File: src/rtl/frame_sequencer.sv
// Frame sequencer: streams one frame into the detection pipeline, flushes it,
// then walks the object table and returns each centroid on a valid/ready stream.
module frame_sequencer #(
    parameter int LOC_SIZE     = 16,
    parameter int WORD_SIZE    = 8,
    parameter int FLUSH_CYCLES = 8,
    parameter int READ_LATENCY = 2
) (
    input  logic                 clk,
    input  logic                 reset_n,
    input  logic                 start,
    input  logic [LOC_SIZE-1:0]  width,
    input  logic [LOC_SIZE-1:0]  height,
    input  logic                 pix_valid,
    output logic                 pix_ready,
    output logic                 en,
    output logic [LOC_SIZE-1:0]  x,
    output logic [LOC_SIZE-1:0]  y,
    output logic [LOC_SIZE-1:0]  frame,
    input  logic [WORD_SIZE-1:0] num_labels,
    output logic [WORD_SIZE-1:0] obj_id,
    input  logic [LOC_SIZE-1:0]  obj_x,
    input  logic [LOC_SIZE-1:0]  obj_y,
    output logic                 res_valid,
    input  logic                 res_ready,
    output logic [WORD_SIZE-1:0] res_id,
    output logic [LOC_SIZE-1:0]  res_x,
    output logic [LOC_SIZE-1:0]  res_y,
    output logic                 busy,
    output logic                 done
);

    typedef enum logic [2:0] {
        IDLE,
        STREAM,
        FLUSH,
        SCAN_WAIT,
        EMIT,
        DONE
    } state_t;

    localparam logic [LOC_SIZE-1:0]  LOC_ONE    = 1;
    localparam logic [WORD_SIZE-1:0] WORD_ONE   = 1;
    localparam logic [7:0]           FLUSH_LAST = 8'(FLUSH_CYCLES - 1);
    localparam logic [3:0]           LAT_LAST   = 4'(READ_LATENCY - 1);

    state_t state;
    state_t state_nx;

    logic [LOC_SIZE-1:0]  w_r;
    logic [LOC_SIZE-1:0]  h_r;
    logic [WORD_SIZE-1:0] labels_r;
    logic [7:0]           flush_cnt;
    logic [3:0]           lat_cnt;

    logic xfer;
    logic x_last;
    logic y_last;
    logic flush_end;
    logic lat_end;
    logic start_empty;

    assign xfer        = (state == STREAM) && pix_valid;
    assign x_last      = (x == w_r - LOC_ONE);
    assign y_last      = (y == h_r - LOC_ONE);
    assign flush_end   = (flush_cnt == FLUSH_LAST);
    assign lat_end     = (lat_cnt == LAT_LAST);
    assign start_empty = (width == '0) || (height == '0);

    always_ff @(posedge clk or negedge reset_n) begin
        if (!reset_n) begin
            state <= IDLE;
        end else begin
            state <= state_nx;
        end
    end

    always_comb begin
        state_nx = state;
        unique case (state)
            IDLE: begin
                if (start) begin
                    state_nx = start_empty ? DONE : STREAM;
                end
            end
            STREAM: begin
                if (xfer && x_last && y_last) begin
                    state_nx = FLUSH;
                end
            end
            FLUSH: begin
                if (flush_end) begin
                    state_nx = (num_labels == '0) ? DONE : SCAN_WAIT;
                end
            end
            SCAN_WAIT: begin
                if (lat_end) begin
                    state_nx = EMIT;
                end
            end
            EMIT: begin
                if (res_ready) begin
                    state_nx = (obj_id == labels_r) ? DONE : SCAN_WAIT;
                end
            end
            DONE: begin
                state_nx = IDLE;
            end
            default: begin
                state_nx = IDLE;
            end
        endcase
    end

    always_comb begin
        en        = 1'b0;
        pix_ready = 1'b0;
        res_valid = 1'b0;
        done      = 1'b0;
        busy      = 1'b1;
        unique case (state)
            IDLE: begin
                busy = 1'b0;
            end
            STREAM: begin
                pix_ready = 1'b1;
                en        = pix_valid;
            end
            FLUSH: begin
                en = 1'b1;
            end
            EMIT: begin
                res_valid = 1'b1;
            end
            DONE: begin
                done = 1'b1;
            end
            default: begin
                busy = 1'b1;
            end
        endcase
    end

    // Datapath: coordinates, counters, object walk and result capture
    always_ff @(posedge clk or negedge reset_n) begin
        if (!reset_n) begin
            w_r       <= '0;
            h_r       <= '0;
            x         <= '0;
            y         <= '0;
            frame     <= '0;
            labels_r  <= '0;
            obj_id    <= '0;
            res_id    <= '0;
            res_x     <= '0;
            res_y     <= '0;
            flush_cnt <= '0;
            lat_cnt   <= '0;
        end else begin
            unique case (state)
                IDLE: begin
                    if (start) begin
                        w_r <= width;
                        h_r <= height;
                        if (!start_empty) begin
                            x <= '0;
                            y <= '0;
                        end
                    end
                    flush_cnt <= '0;
                end
                STREAM: begin
                    flush_cnt <= '0;
                    if (xfer) begin
                        if (!x_last) begin
                            x <= x + LOC_ONE;
                        end else if (!y_last) begin
                            x <= '0;
                            y <= y + LOC_ONE;
                        end
                    end
                end
                FLUSH: begin
                    flush_cnt <= flush_cnt + 8'd1;
                    if (flush_end) begin
                        frame    <= frame + LOC_ONE;
                        labels_r <= num_labels;
                        if (num_labels != '0) begin
                            obj_id  <= WORD_ONE;
                            lat_cnt <= '0;
                        end
                    end
                end
                SCAN_WAIT: begin
                    lat_cnt <= lat_cnt + 4'd1;
                    if (lat_end) begin
                        res_id <= obj_id;
                        res_x  <= obj_x;
                        res_y  <= obj_y;
                    end
                end
                EMIT: begin
                    // Stop at labels_r so a full 2^WORD_SIZE-1 table never wraps
                    if (res_ready && (obj_id != labels_r)) begin
                        obj_id  <= obj_id + WORD_ONE;
                        lat_cnt <= '0;
                    end
                end
                DONE: begin
                    flush_cnt <= '0;
                end
                default: begin
                    flush_cnt <= '0;
                end
            endcase
        end
    end

endmodule

File: config.mk
export PLATFORM = sky130hd
export DESIGN_NAME = frame_sequencer
export DESIGN_NICKNAME = d
export VERILOG_FILES = /design/src/rtl/frame_sequencer.sv
export SDC_FILE = /design/constraint.sdc
export NUM_CORES = 1
export LEC_CHECK = 0
export ABC_CLOCK_PERIOD_IN_PS = 6600
export CAP_MARGIN = 15
export CORE_MARGIN = 2
export CORE_UTILIZATION = 44
export DETAILED_ROUTE_END_ITERATION = 6
export GPL_TIMING_DRIVEN = 0
export PLACE_DENSITY = 0.71
export SETUP_SLACK_MARGIN = 0.3
export SLEW_MARGIN = 5
export SYNTH_ARGS = -nofsm -noshare
export SYNTH_HDL_FRONTEND = slang
export SYNTH_SLANG_ARGS = --single-unit
File: constraint.sdc
create_clock -name clk -period 6.6 [get_ports clk]
set_input_delay 1.32 -clock clk [delete_from_list [all_inputs] [get_ports clk]]
set_output_delay 1.32 -clock clk [all_outputs]
set_load 0.1 [all_outputs]
==> metrics.md, run 1 <==
| Metric | Value |
|---|---|
| Placed inst area | 10410 um2 |
| Die width | 141.5 um |
| Min-delay worst type | reg2reg |
| Cells after Synth | 837 |
| Async SR Flop Fraction | 100.0% |
| Residual DRC | 0 |
| Synthesis Warnings | 0 |
| Fin crit share | 69.64% |
| Drt total wl | 21590 um |
| Synth Cell Area | 8313 um2 |
| Placed cell count | 1249 |
| Crit. End Element | output port |
| Dominant cell type by area after synthesis | dfrtp_1 |
| Register area | 3779 um2 |
| Port buffer count | 177 |
| Fraction of layout cells with a size suffix above 1 | 12.13% |
| EDFF count, synth | 0 |
| Multi-input logic area | 4290 um2 |
| Clk buf depth | 2 |
| Initial Utilization | 44.59% |
| MaxCap Viol Count | 0 |
| Final WS setup | 2004 ps |
| CTS Buf Count | 17 |
| Hold Worst Slack | 471.4 ps |
| Critical path startpoint category | register |
| Final Hold Vio Count | 0 |
| P&R area growth vs syn | 32.45% |
| Global-route wire length before repair | 35390 um |
| Required @ worst endpoint | 5280 ps |
| Post-DP HPWL | 15810 um |
| Slowest-stage cell, CP | clkdlybuf4s50_1 |
| Final Non-Filler Cells | 1281 |
| Area of the die | 20010 um2 |
| CTS tree | yes |
| Top FF cell, synth | dfrtp_1 |
| # IOs | 178 |
| Normalized max-slew margin | 31.14% |
| Min Tclk post-route | 4596 ps |
| Antenna violations before repair | 0 |
| Met3 Use GR | 7.189% |
| Most instantiated cells after synthesis | dfrtp_1, nand2_1, mux2_2 |
| Buf/Inv on CP | 4 |
| Fmax | 217.6 MHz |
| Routed length per instance | 16.85 um |
| Status | complete, no violations |
| Global route overflow | 0 |
| GRT Total Usage | 22.10% |
| CTS Root Cell | clkbuf_16 |
| Leakage | 4.446 nW |
| Nets | 1120 |
| Total number of vias | 7184 |
| Height of the die | 141.5 um |
| Met2 GRT Util | 35.64% |
| Initial DRC count | 449 |
| Antenna Nets Post-Route | 0 |
| Post-CTS Resized | 0 |
| Worst slack at placement | 2056 ps |
| GRT Max-Usage Layer | met2 |
| Setup TNS | 0 ps |
| Seq/Total Area, Yosys | 45.45% |
| Crit Path Max Fanout | 10 |
| Syn_nets | 923 |
| Synth Register Bits | 151 |
| Mean post-synth cell area | 9.932 um2 |
| Yosys top cell area share | 45.45% |
| Critical path's largest stage delay | 1250 ps |
| TritonCTS Sinks | 151 |
| DR vias/cell | 5.608 |
| Top delay family on crit path | buffers and inverters |
| Setup CP Type | reg2out |
| Area contributors post-synth | dfrtp_1, mux2_2, nand2_1 |
| Crit path cell chain | clkbuf_1 -> or3b_2 -> clkinv_1 -> clkbuf_1 -> clkdlybuf4s50_1 |
| Worst skew pair latency | 430 ps |
| GPL Wtd Cong | 0.8905 |
| Distinct cells, synth | 76 |
| Final setup violation count | 0 |
| Core box area | 18640 um2 |
| Rows | 50 |
| Post-CTS Setup Bufs | 0 |
| Layout Utilization | 59.06% |
| First drt pass iteration count | 5 |
| Fin area | 11010 um2 |
| Fillers | 1616 |
| RSZ-0062 raised after global routing | no |
| Cell Pwr Density | 471.1 nW/um2 |
| Arr. time, crit path | 3280 ps |
| Worst-margin pin slew | 1030 ps |
| # hold bufs at CTS | 0 |
| M1 GR Usage | 28.47% |
| Reg clk slew, reported paths | 70 ps |
| Vias in the first global route | 7060 |
| Overall Power | 5.187 mW |
| Largest net degree at the start of global routing | 98 |
| VDD IR max | 0.0004594 V |
| Most frequent CP cell | clkbuf_1 |
| Htree depth | 4 |
| Layout Skew | 16.75 ps |
| Ant. Diodes | 0 |
| Max-slew violations | 0 |
| Most frequent cell after synthesis | dfrtp_1 |
[kinds of logic (layout without fill, tap and decap cells)]
group	count (synthesis)	count (layout)	share of synthesized area (%)
AO/OA/AOI/OAI	145	145	11.80
adder cells (fa/ha/maj)	9	9	1.355
multiplexers	69	69	9.287
AND/OR/NAND/NOR	343	343	22.74
flip-flops	151	151	45.45
buffers and inverters	59	269	2.935
XOR/XNOR	61	61	6.427
[layout make-up]
class                      count  area share (%)
sequential                   151           34.32
multi-input combinational    627           38.97
tap                          234           2.659
clock inverter                15           1.591
buffer                        39           1.534
timing repair buffer         178           16.39
clock buffer                  17           3.864
inverter                      20          0.6818
[cells in the final DEF (no fill, tap or decap), types with 4 or more instances in the layout]
master           count
clkdlybuf4s50_1    176
dfrtp_1            151
nand2_1            104
mux2_2              65
nor2_1              40
o21ai_0             37
xnor2_1             32
nand3_1             31
clkbuf_1            29
xor2_1              29
or4_1               26
nand4_1             24
a21oi_1             24
nor4_1              22
inv_1               18
nor3_1              18
o211ai_1            17
clkbuf_16           17
and3_1              12
nor2b_1              9
a31oi_1              9
or3_1                9
o31ai_1              9
ha_1                 9
and2_1               7
o21ai_1              7
or2_2                6
inv_8                6
buf_1                5
nand2b_1             5
o22ai_1              4
nor4b_1              4
mux2i_1              4
clkinv_8             4
[worst paths after layout]
path	slack [ps]	startpoint	to	depth (start not counted)
setup / recovery	2000	state[2]$_DFFE_PN0P_	pix_ready	5
hold / removal	470	frame[15]$_DFFE_PN0P_	frame[15]$_DFFE_PN0P_	1
setup reg to reg	2580	h_r[5]$_DFFE_PN0P_	x[7]$_DFFE_PN0P_	10
hold reg to reg	470	frame[15]$_DFFE_PN0P_	frame[15]$_DFFE_PN0P_	1
max in group asynchronous	4990	reset_n	frame[4]$_DFFE_PN0P_	2
min in group asynchronous	800	reset_n	w_r[14]$_DFFE_PN0P_	1
[metal layers]
layer	wire [um]	vias up
met5	0	-
met4	303	0
met3	1716	22
met2	10030	222
met1	9532	3476
li1	-	3464
[report_power, final]
part	switching [mW]	total [mW]	internal [mW]
Clock	0.465	0.976	0.511
Sequential	0.286	1.47	1.19
Combinational	1.91	2.74	0.824
Total	2.66	5.19	2.52
[flip-flops by register name (all words and copies together) (netlist names), 16 cells and up]
name and flops:
frame 16, h_r 16, res_y 16, y 16, x 16, w_r 16
res_x 16
Power figures use the tool's default switching activity.
==> run 2: changes to the inputs <==
ABC_CLOCK_PERIOD_IN_PS = 4400   (was 6600)
clock period = 4.4 ns   (was 6.6 ns; I/O delays follow)
==> run 2 against run 1 <==
Net effect:
- largest cell class unchanged
- clock skew about the same
- global-route usage about the same
- sequential power increased by 50%
- routed wire length is 0.27% higher
- setup slack worse by 1500 ps
- first-iteration DRC count up 5.1%
- core utilization rose by 0.067 points
- combinational power grew 50%
==> metrics.md, run 2 (synthesis gave the netlist of run 1 again) <==
| Metric | Value |
|---|---|
| Post-CTS Setup Bufs | 0 (unchanged) |
| Fmax | 259.7 MHz |
| R2R cell count | 13 (+3) |
| Fraction of layout cells with a size suffix above 1 | 12.42% (+0.29 points) |
| Die width | 141.5 um (unchanged) |
| Area of the die | 20010 um2 (unchanged) |
| Min-delay worst type | in2async |
| Total number of vias | 7223 (+0.54%) |
| Antenna Nets Post-Route | 0 (unchanged) |
| Most frequent CP cell | clkbuf_1 |
| Most frequent cells in the layout | clkdlybuf4s50_1, dfrtp_1, nand2_1 |
| Clk buf depth | 2 (unchanged) |
| Normalized max-slew margin | 31.15% (about the same) |
| Required @ worst endpoint | 3520 ps (-1760 ps) |
| Arr. time, crit path | 2970 ps (-310 ps) |
| # IOs | 178 (unchanged) |
| Initial DRC count | 472 (+5.1%) |
| Initial Utilization | 44.59% (unchanged) |
| Vias in the first global route | 7059 (-0.014%) |
| Htree depth | 4 (unchanged) |
| Residual DRC | 0 (unchanged) |
| Routed length per instance | 16.90 um (+0.27%) |
| Final Hold Vio Count | 0 (unchanged) |
| Fin crit share | 87.50% |
| Worst R2R Start | h_r[0]$_DFFE_PN0P_ |
| Commonest non-fill, non-tap cell in the layout | clkdlybuf4s50_1 |
| R2R Path End | x[7]$_DFFE_PN0P_ |
| Slowest-stage cell, CP | dlygate4sd2_1 |
| Post-DP HPWL | 15810 um (unchanged) |
| Crit. End Element | output port |
| Cell Pwr Density | 706.6 nW/um2 (+50%) |
| Critical path startpoint category | register |
| Nets | 1120 (unchanged) |
| Hold Worst Slack | 358.1 ps (-113.3 ps) |
| CTS Buf Count | 17 (unchanged) |
| Overall Power | 7.789 mW (+50%) |
| Final setup violation count | 0 (unchanged) |
| Register area | 3779 um2 (unchanged) |
| DR vias/cell | 5.639 (+0.54%) |
| MaxCap Viol Count | 0 (unchanged) |
| Leakage | 4.453 nW (+0.14%) |
| Layout Skew | 16.91 ps (+0.1657 ps) |
| Worst R2R Setup Slack | 650 ps (-1930 ps) |
| Max-slew violations | 0 (unchanged) |
| Rows | 50 (unchanged) |
| Critical path's largest stage delay | 940 ps (-310 ps) |
| TritonCTS Sinks | 151 (unchanged) |
| RSZ-0062 raised after global routing | no |
| Largest net degree at the start of global routing | 98 (unchanged) |
| CTS tree | yes |
| Worst-margin pin slew | 1030 ps (-0.1584 ps) |
| Fillers | 1614 (-0.12%) |
| First drt pass iteration count | 5 (unchanged) |
| Drt total wl | 21650 um (+0.27%) |
| Global-route wire length before repair | 35400 um (about the same) |
| Buf/Inv on CP | 4 (unchanged) |
| Min Tclk post-route | 3850 ps |
| Antenna violations before repair | 0 (unchanged) |
| Top delay family on crit path | buffers and inverters |
| Crit path cell chain | clkbuf_1 -> or3b_2 -> clkinv_1 -> clkbuf_1 -> dlygate4sd2_1 |
| Global route overflow | 0 (unchanged) |
| Core box area | 18640 um2 (unchanged) |
| Multi-input logic area | 4303 um2 (+0.29%) |
| Height of the die | 141.5 um (unchanged) |
| Port buffer count | 177 (unchanged) |
| Status | complete, no violations |
| Ant. Diodes | 0 (unchanged) |
| Worst skew pair latency | 430 ps (about the same) |
| VDD IR max | 0.0006891 V (+50%) |
| GRT Total Usage | 22.11% (about the same) |
| GPL Wtd Cong | 0.8905 (unchanged) |
| Reg clk slew, reported paths | 70 ps (about the same) |
| Crit Path Max Fanout | 10 (unchanged) |
| Setup TNS | 0 ps (unchanged) |
| CTS Root Cell | clkbuf_16 |
| Layout Utilization | 59.13% (+0.067 points) |
| Setup CP Type | reg2out |
| P&R area growth vs syn | 32.60% |
==> run 2: worst max-delay path by stage <==
stage	startpoint	endpoint	slack [ps]	depth (start not counted)
3_5_place_dp	h_r[5]$_DFFE_PN0P_	x[7]$_DFFE_PN0P_	450	10
2_1_floorplan	x[6]$_DFFE_PN0P_	x[2]$_DFFE_PN0P_	750	11
4_1_cts	h_r[5]$_DFFE_PN0P_	x[7]$_DFFE_PN0P_	450	10
5_1_grt	h_r[0]$_DFFE_PN0P_	x[13]$_DFFE_PN0P_	370	13
3_3_place_gp	reset_n	res_x[0]$_DFFE_PN0P_	-3890	1
6_report	state[2]$_DFFE_PN0P_	pix_ready	550	5
==> run 2: area by class of cell <==
class,count,share of cell area [%]
clock buffers,17,3.859
multi-input cells,627,39.04
repair buffers,178,16.36
plain buffers,39,1.544
well taps,234,2.656
inverters,20,0.6810
clock inverters,15,1.589
flip-flops and latches,151,34.28
==> run 2: where the power goes <==
part           total (mW)  leakage (nW)  switching (mW)  internal, mW
registers            2.21          1.90           0.431          1.78
logic                4.11          2.26            2.88          1.23
clock network        1.47         0.290           0.699         0.767
total                7.79          4.45            4.01          3.78
==> run 2: per-layer routing <==
layer / track usage, % / up-vias / wire [um]
met5: 0 / - / 0
met4: 6.737 / 0 / 297
met3: 7.155 / 22 / 1715
met2: 35.64 / 230 / 10070
met1: 28.51 / 3501 / 9564
li1: - / 3470 / -
==> run 2: stage by stage <==
stage / cells / setup WS [ps] / instance area [um2]
5_1_grt: 1281 / 372.9 / 11020
4_1_cts: 1281 / 448.5 / 11010
6_report: 1281 / 550.1 / 11020
3_3_place_gp: 1248 / -3888 / 10380
2_1_floorplan: 837 / 750.5 / 8313
3_5_place_dp: 1249 / 445.6 / 10410
==> run 2: repair_timing <==
item,in CTS,in global routing
hold endpoints to repair,0,0
gates cloned,0,0
gates resized for setup,1,4
endpoints found under the setup margin,1,12
hold buffers,0,0
pin swaps,0,1
==> run 3: changes to the inputs <==
CAP_MARGIN = 0   (was 15)
==> results of run 3 <==
No change in the layout: final DEF, timing and power equal those of run 2.
